[config.mk]
export PLATFORM = sky130hd
export DESIGN_NAME = wrr_burst_scheduler_flat
export DESIGN_NICKNAME = d
export VERILOG_FILES = /design/src/rtl/wrr_burst_scheduler_if.sv /design/src/rtl/wrr_burst_scheduler.sv /design/src/flat_wrapper.sv
export SDC_FILE = /design/constraint.sdc
export NUM_CORES = 1
export LEC_CHECK = 0
export ABC_AREA = 0
export CORE_ASPECT_RATIO = 1.25
export CORE_MARGIN = 4
export CORE_UTILIZATION = 30
export CTS_CLUSTER_DIAMETER = 200
export CTS_CLUSTER_SIZE = 20
export DETAILED_ROUTE_END_ITERATION = 6
export GPL_TIMING_DRIVEN = 0
export HOLD_SLACK_MARGIN = 0.05
export SLEW_MARGIN = 5
export SYNTH_ARGS = -nofsm -noshare
export SYNTH_HDL_FRONTEND = slang
export SYNTH_SLANG_ARGS = --single-unit
[constraint.sdc]
create_clock -name clk -period 3.3 [get_ports clk]
set_input_delay 0.33 -clock clk [delete_from_list [all_inputs] [get_ports clk]]
set_output_delay 0.33 -clock clk [all_outputs]
set_load 0.05 [all_outputs]
[src/rtl/wrr_burst_scheduler_if.sv]
// Requester/resource handshake bundle for the weighted round-robin burst scheduler.
// The scheduler attaches through the slave modport; the requester/resource side uses master.
interface wrr_burst_scheduler_if #(
    parameter int NUM_REQ = 4,
    parameter int WT_W    = 4,
    parameter int ID_W    = $clog2(NUM_REQ)
) ();
    logic [NUM_REQ-1:0]      req;
    logic [NUM_REQ*WT_W-1:0] weight;
    logic                    gnt_rdy;
    logic [NUM_REQ-1:0]      gnt;
    logic [ID_W-1:0]         gnt_id;
    logic                    gnt_vld;
    logic                    gnt_last;

    modport master (
        output req, weight, gnt_rdy,
        input  gnt, gnt_id, gnt_vld, gnt_last
    );

    modport slave (
        input  req, weight, gnt_rdy,
        output gnt, gnt_id, gnt_vld, gnt_last
    );
endinterface

[src/rtl/wrr_burst_scheduler.sv]
// Weighted round-robin scheduler: the winner owns the resource for up to weight beats,
// then ownership rotates with the previous owner at lowest priority and no idle bubble.
module wrr_burst_scheduler #(
    parameter int NUM_REQ = 4,
    parameter int WT_W    = 4,
    parameter int ID_W    = $clog2(NUM_REQ)
) (
    input  logic                 clk,
    input  logic                 rst_b,
    wrr_burst_scheduler_if.slave bus
);
    typedef enum logic {IDLE, OWN} state_t;

    state_t          state_reg, state_next;
    logic [ID_W-1:0] owner_reg, owner_next;
    logic [ID_W-1:0] last_ptr_reg, last_ptr_next;
    logic [WT_W-1:0] credit_reg, credit_next;

    logic [ID_W-1:0]    arb_base;
    logic [NUM_REQ-1:0] rot_req;
    logic [ID_W-1:0]    rot_idx [NUM_REQ];
    logic               arb_found;
    logic [ID_W-1:0]    arb_win;
    logic [WT_W-1:0]    win_weight;
    logic [WT_W-1:0]    win_credit;
    logic               beat;
    logic               release_own;

    // While owning, the search starts after the current owner so a release hands over in the same cycle.
    assign arb_base = (state_reg == OWN) ? owner_reg : last_ptr_reg;

    generate
        for (genvar gi = 0; gi < NUM_REQ; gi++) begin : g_rot
            logic [ID_W:0] idx_sum;
            logic [ID_W:0] idx_mod;
            assign idx_sum     = {1'b0, arb_base} + (ID_W+1)'(gi + 1);
            assign idx_mod     = (idx_sum >= (ID_W+1)'(NUM_REQ)) ? idx_sum - (ID_W+1)'(NUM_REQ) : idx_sum;
            assign rot_idx[gi] = ID_W'(idx_mod);
            assign rot_req[gi] = bus.req[rot_idx[gi]];
        end
    endgenerate

    always_comb begin
        arb_found = 1'b0;
        arb_win   = '0;
        for (int k = NUM_REQ - 1; k >= 0; k--) begin
            if (rot_req[k]) begin
                arb_found = 1'b1;
                arb_win   = rot_idx[k];
            end
        end
    end

    // A zero weight still buys one beat so a requester can never be starved by its own setting.
    assign win_weight  = bus.weight[arb_win*WT_W +: WT_W];
    assign win_credit  = (win_weight == '0) ? WT_W'(1) : win_weight;
    assign beat        = (state_reg == OWN) && bus.gnt_rdy;
    assign release_own = (state_reg == OWN) &&
                         ((beat && (credit_reg == WT_W'(1))) || !bus.req[owner_reg]);

    always_ff @(posedge clk) begin
        if (!rst_b) begin
            state_reg    <= IDLE;
            owner_reg    <= '0;
            credit_reg   <= '0;
            last_ptr_reg <= ID_W'(NUM_REQ - 1);
        end else begin
            state_reg    <= state_next;
            owner_reg    <= owner_next;
            credit_reg   <= credit_next;
            last_ptr_reg <= last_ptr_next;
        end
    end

    always_comb begin
        state_next    = state_reg;
        owner_next    = owner_reg;
        credit_next   = credit_reg;
        last_ptr_next = last_ptr_reg;
        case (state_reg)
            IDLE: begin
                if (arb_found) begin
                    state_next  = OWN;
                    owner_next  = arb_win;
                    credit_next = win_credit;
                end
            end
            OWN: begin
                if (release_own) begin
                    last_ptr_next = owner_reg;
                    if (arb_found) begin
                        owner_next  = arb_win;
                        credit_next = win_credit;
                    end else begin
                        state_next  = IDLE;
                        credit_next = '0;
                    end
                end else if (beat) begin
                    credit_next = credit_reg - WT_W'(1);
                end
            end
            default: state_next = IDLE;
        endcase
    end

    always_comb begin
        bus.gnt      = '0;
        bus.gnt_id   = '0;
        bus.gnt_vld  = 1'b0;
        bus.gnt_last = 1'b0;
        if (state_reg == OWN) begin
            bus.gnt[owner_reg] = 1'b1;
            bus.gnt_id         = owner_reg;
            bus.gnt_vld        = 1'b1;
            bus.gnt_last       = (credit_reg == WT_W'(1));
        end
    end
endmodule

[src/flat_wrapper.sv]
// flat-port wrapper written by rule: the top's interface ports become plain ports
module wrr_burst_scheduler_flat 
#(
    parameter int NUM_REQ = 4,
    parameter int WT_W    = 4,
    parameter int ID_W    = $clog2(NUM_REQ)
)
  (clk, rst_b, bus_req, bus_weight, bus_gnt_rdy, bus_gnt, bus_gnt_id, bus_gnt_vld, bus_gnt_last);
  wrr_burst_scheduler_if #(.NUM_REQ(NUM_REQ), .WT_W(WT_W), .ID_W(ID_W)) bus_i ();
  input  logic clk;
  input  logic rst_b;
  input wire logic [$bits(bus_i.req)-1:0] bus_req;
  input wire logic [$bits(bus_i.weight)-1:0] bus_weight;
  input wire logic [$bits(bus_i.gnt_rdy)-1:0] bus_gnt_rdy;
  output wire logic [$bits(bus_i.gnt)-1:0] bus_gnt;
  output wire logic [$bits(bus_i.gnt_id)-1:0] bus_gnt_id;
  output wire logic [$bits(bus_i.gnt_vld)-1:0] bus_gnt_vld;
  output wire logic [$bits(bus_i.gnt_last)-1:0] bus_gnt_last;
  assign bus_i.req = bus_req;
  assign bus_i.weight = bus_weight;
  assign bus_i.gnt_rdy = bus_gnt_rdy;
  assign bus_gnt = bus_i.gnt;
  assign bus_gnt_id = bus_i.gnt_id;
  assign bus_gnt_vld = bus_i.gnt_vld;
  assign bus_gnt_last = bus_i.gnt_last;
  wrr_burst_scheduler #(.NUM_REQ(NUM_REQ), .WT_W(WT_W), .ID_W(ID_W)) u_core (.clk(clk), .rst_b(rst_b), .bus(bus_i));
endmodule
After elaboration in Yosys (flattened, before gate mapping). Cells that the tools add are included. W data, S select, Z words.

$add $sub $neg: 9. $lt $le $gt $ge: 10. Equality and inequality tests: 4. Shifts and indexed selects: 1. Mux-type cells: 41. Bitwise logic cells: 1. Reduce and logical (&&, ||, !) cells: 9.

Operator list (count): $mux W2 (12); $mux W4 (6); $shiftx A16 B5 Y4 (1); $lt A2 B3 Y1 const B (5); $mux W1 (14); $ge A3 B3 Y1 const B (4); $bmux W1 S2 (5); $pmux W4 S2 (1); $sub A2 B1 Y2 const B (4); $add A2 B2 Y3 const B (2); $eq A4 B1 Y1 const B (1); $logic_and A1 B1 Y1 (4); $logic_not A4 Y1 (1); $pmux W2 S2 (1); $reduce_and A2 Y1 (2); $sub A4 B1 Y4 const B (1); $add A2 B1 Y3 const B (1); $add A2 B3 Y3 const B (1); $ne A3 B3 Y1 const B (1); $demux W1 S2 (1); $ge A2 B1 Y1 const B (1); $ne A2 B1 Y1 const B (1); $ne A2 B2 Y1 const B (1); $pmux W1 S2 (1); other kinds (3) (3).

Bits in registers: 9. Input bits: 23. Output and inout port bits: 8. Word-level logic and storage cells: 79.

Depth between registers and ports, before layout.
Depth after elaboration: 16. Depth in mapped cells: 9. Mapped depth without buffers: 9.

Worst setup path after synthesis. Ideal clock, no wire load.

Kind: register to register. Start point: reg u_core.state_reg. End point: reg u_core.credit_reg[0]. Setup time: 0.070 ns. Arrival: 3.219 ns. Slack: 0.011 ns. Stages on the path, launching flop included: 9. Buffers on the path: 1. Period minus slack after synthesis: 3.289 ns. Path through: dfxtp_1 buf_6 nand2_1 nor3_1 a21boi_1 o21ai_1 inv_1 or4_1 a21oi_1.

Longest elaborated chain between the ends: 16. Elaborated cells on any way between the ends: 48.

Ends and longest elaborated chain: start, declared (line wrr_burst_scheduler.sv:14) `state_t state_reg, state_next;`; start signal, assigned (line wrr_burst_scheduler.sv:68) `state_reg <= state_next;`; $mux W2 (line wrr_burst_scheduler.sv:30) `assign arb_base = (state_reg == OWN) ? owner_reg : last_ptr_reg;`; $add A2 B3 Y3 (line wrr_burst_scheduler.sv:36) `assign idx_sum = {1'b0, arb_base} + (ID_W+1)'(gi + 1);`; $ge A3 B3 Y1 or $sub A2 B1 Y2 (tied branches) (line wrr_burst_scheduler.sv:37) `assign idx_mod = (idx_sum >= (ID_W+1)'(NUM_REQ)) ? idx_sum - (ID_W+1)'(NUM_REQ) : idx_sum;`; $mux W2 (line wrr_burst_scheduler.sv:37); $bmux W1 S2 (line wrr_burst_scheduler.sv:39) `assign rot_req[gi] = bus.req[rot_idx[gi]];`; $mux W1 (implied by the code) (line wrr_burst_scheduler.sv:39); $mux W2 (4 in series) (line wrr_burst_scheduler.sv:47) `if (rot_req[k]) begin`; $shiftx A16 B5 Y4 (line wrr_burst_scheduler.sv:55) `assign win_weight = bus.weight[arb_win*WT_W +: WT_W];`; $logic_not A4 Y1 (line wrr_burst_scheduler.sv:56) `assign win_credit = (win_weight == '0) ? WT_W'(1) : win_weight;`; $mux W4 (line wrr_burst_scheduler.sv:56); $mux W4 (line wrr_burst_scheduler.sv:91) `if (arb_found) begin`; $mux W4 (line wrr_burst_scheduler.sv:89) `if (release_own) begin`; $pmux W4 S2 (line wrr_burst_scheduler.sv:80) `case (state_reg)`; end signal, assigned (line wrr_burst_scheduler.sv:70) `credit_reg <= credit_next;`; end, declared (line wrr_burst_scheduler.sv:17) `logic [WT_W-1:0] credit_reg, credit_next;`.

Several ways; a longest one is shown, not always the timed one. The select of a mux whose other input is x is not followed. A chain may end at the register's enable or synchronous reset.

Final worst setup path. Ends and elaborated chain as after synthesis.

==> out/results.ini <==
[global_route]
grt_pass1_wl_um=3463
met1_usage=0.1482
met2_usage=0.2364
antenna_found_initial=0
met3_usage=0.01587
busiest_layer=met2
grt_pass1_vias=827
grt_max_degree=11
grt_use_total=0.1278
grt-ovfl-total=0

[route]
routed_wirelength_um=2031
wl_per_cell_um=12.69
postRouteAntennaNets=0
drtPass1Iterations=4
drc=0
num_vias=793
drtIter0Drc=8
via_per_inst=4.956

[placed_design]
port_buffers=29
dp_slack_ps=624.9
dp_hpwl_um=1685
gp_congestion=0.7259

[pwr]
p_int_mw=0.2884
ir_worst_vdd_mv=0.1963
p_per_area_nw_per_um2=403.3
p_switching_mw=0.1763
p_comb_frac=0.509
switching_share=0.3795
clkPwrFrac=0.185
p_seq_frac=0.305
p_leak_nw=0.4787

[setup_path]
crit_slowest_cell=or4_1
rrSetupSlack_ps=720
required_ps=3500
critPathKind=flop to flop
crit_fanout=10
path_cells=buf_6 > mux2i_4 > mux2_4 > a211oi_2 > buf_6 > mux2i_1 > mux2i_1 > or4_1 > a21oi_1
crit_path_end_kind=flop
start_kind=flop
critical_path.top_delay_family=multiplexers
crit_arrival_ps=2780
critPathBufInv=2
slowest_delay_ps=510

[yosys]
synth_area_um2=794.5
synth.top_cell.area_share=0.2268
syn_avg_cell_area_um2=8.452
yosysTopAreaCell=dfxtp_1
seq_area_frac_synth=0.2268
yosys_warnings=0
synthTopCellsByArea=dfxtp_1, mux2i_1, o21ai_0, a21oi_1, ha_1
yosys.cell_types.count=34
syn_nets=119
ys_seq_elements=9
syn_inst=94

[finish]
layout_common_cells=clkdlybuf4s50_1, mux2i_1, dfxtp_1
nFillCells=256
final_common_cell=clkdlybuf4s50_1
antenna_cells=0
syn_to_final_growth_pct=45.04
nets=153
largest_reg_flops=4
drive_gt1_frac=0.1339

[cts]
cts_tree=yes
cts-resized-gates=0
cts.clk_slew.worst_paths_ps=60
cts_root_buf=clkbuf_4
holdBufCountCts=0
cts_sinks=9
h-tree-depth=1
postCtsSetupBuffers=0
clock_latency_ps=260
cts_buffers=3
cts_max_path_buffers=2

[floorplan]
die_h_um=65.54
core_um2=2477
io_pins=31
dieArea_um2=3541
start_util=0.3207
rows=20
die_x_um=54.03

[sta]
fmax_mhz=387.5
worstMarginPinSlew_ps=616.6
period_minus_slack_ps=2580
rsz0062_at_grt=false
setup_viol=0
hold_viol=0
finalSetupTns_ps=0
finalCritPeriodShare=0.7820
fin_ws_ps=719.5
fin_skew_ps=6.476
max_slew_margin=0.5851
slew_viol_final=0

[worst_hold_path]
hold_path_class=primary input to flop

[status]
outcome=completed

[job]
max-cap-violations=0

-- cell families after synthesis --
logic type / after synthesis / share of synthesized area
buf+inv: 11 / 0.07401
simple gates: 30 / 0.2126
fa+ha+maj: 2 / 0.03149
flops: 9 / 0.2268
mux: 17 / 0.2520
compound gates: 24 / 0.1921
xor+xnor: 1 / 0.01103
-- power groups by stage --
stage / sequential (mW) / clock (mW) / combinational (mW)
final: 0.142 / 0.0861 / 0.237
after global routing: 0.145 / 0.0985 / 0.260
after CTS: 0.142 / 0.0886 / 0.239
after detailed placement: 0.144 / 0 / 0.238
after global placement: 0.144 / 0 / 0.235
after floorplan: 0.143 / 0 / 0.168
-- path summary, 6_finish.rpt --
kind | from | cells after the start | end
worst max-delay path | u_core.state_reg | 9 | u_core.credit_reg[0]
worst min register to register | u_core.last_ptr_reg[0] | 2 | u_core.last_ptr_reg[0]
worst min-delay path | rst_b | 2 | u_core.last_ptr_reg[1]
worst max register to register | u_core.state_reg | 9 | u_core.credit_reg[0]
-- synthesized netlist by cell type, drive strengths merged --
master / instances
nand2b: 3
nor3b: 2
a31oi: 1
nor2b: 3
inv: 6
a211oi: 3
o21ai: 9
clkbuf: 1
a221oi: 1
nor4: 1
nor2: 4
ha: 2
mux2: 1
mux2i: 15
or4: 1
nand3: 1
mux4: 1
and3: 2
buf: 4
dfxtp: 9
o211ai: 1
nand2: 5
nor3: 4
xnor2: 1
and2: 3
a21oi: 8
a21boi: 1
or2b: 1
-- cell type report --
type	instances	area, µm²	area share
buffer	5	36.28	0.03149
sequential	9	180.2	0.1564
tap	33	41.29	0.03583
multi-input combinational	74	555.5	0.4821
clock buffer	4	26.28	0.02280
inverter	6	22.52	0.01954
timing repair buffer	29	290.3	0.2519
-- routing by layer --
layer,up-vias,share of wire
met5,-,0
met4,0,0.0084
met3,3,0.054
met2,17,0.51
met1,368,0.42
li1,405,-
-- metrics by stage --
stage	std cells	hold WS [ps]	instance area [µm²]	utilization	total power, mW
CTS	160	385.1	1152	0.4652	0.4692
global placement	156	486.6	1126	0.4545	0.3783
floorplan	94	474.8	794.5	-	0.3108
detailed placement	156	494.7	1126	0.4545	0.3818
global route	160	416.1	1152	0.4652	0.5035
finish	160	379.7	1152	0.4652	0.4647
Power figures use the tool's default switching activity.
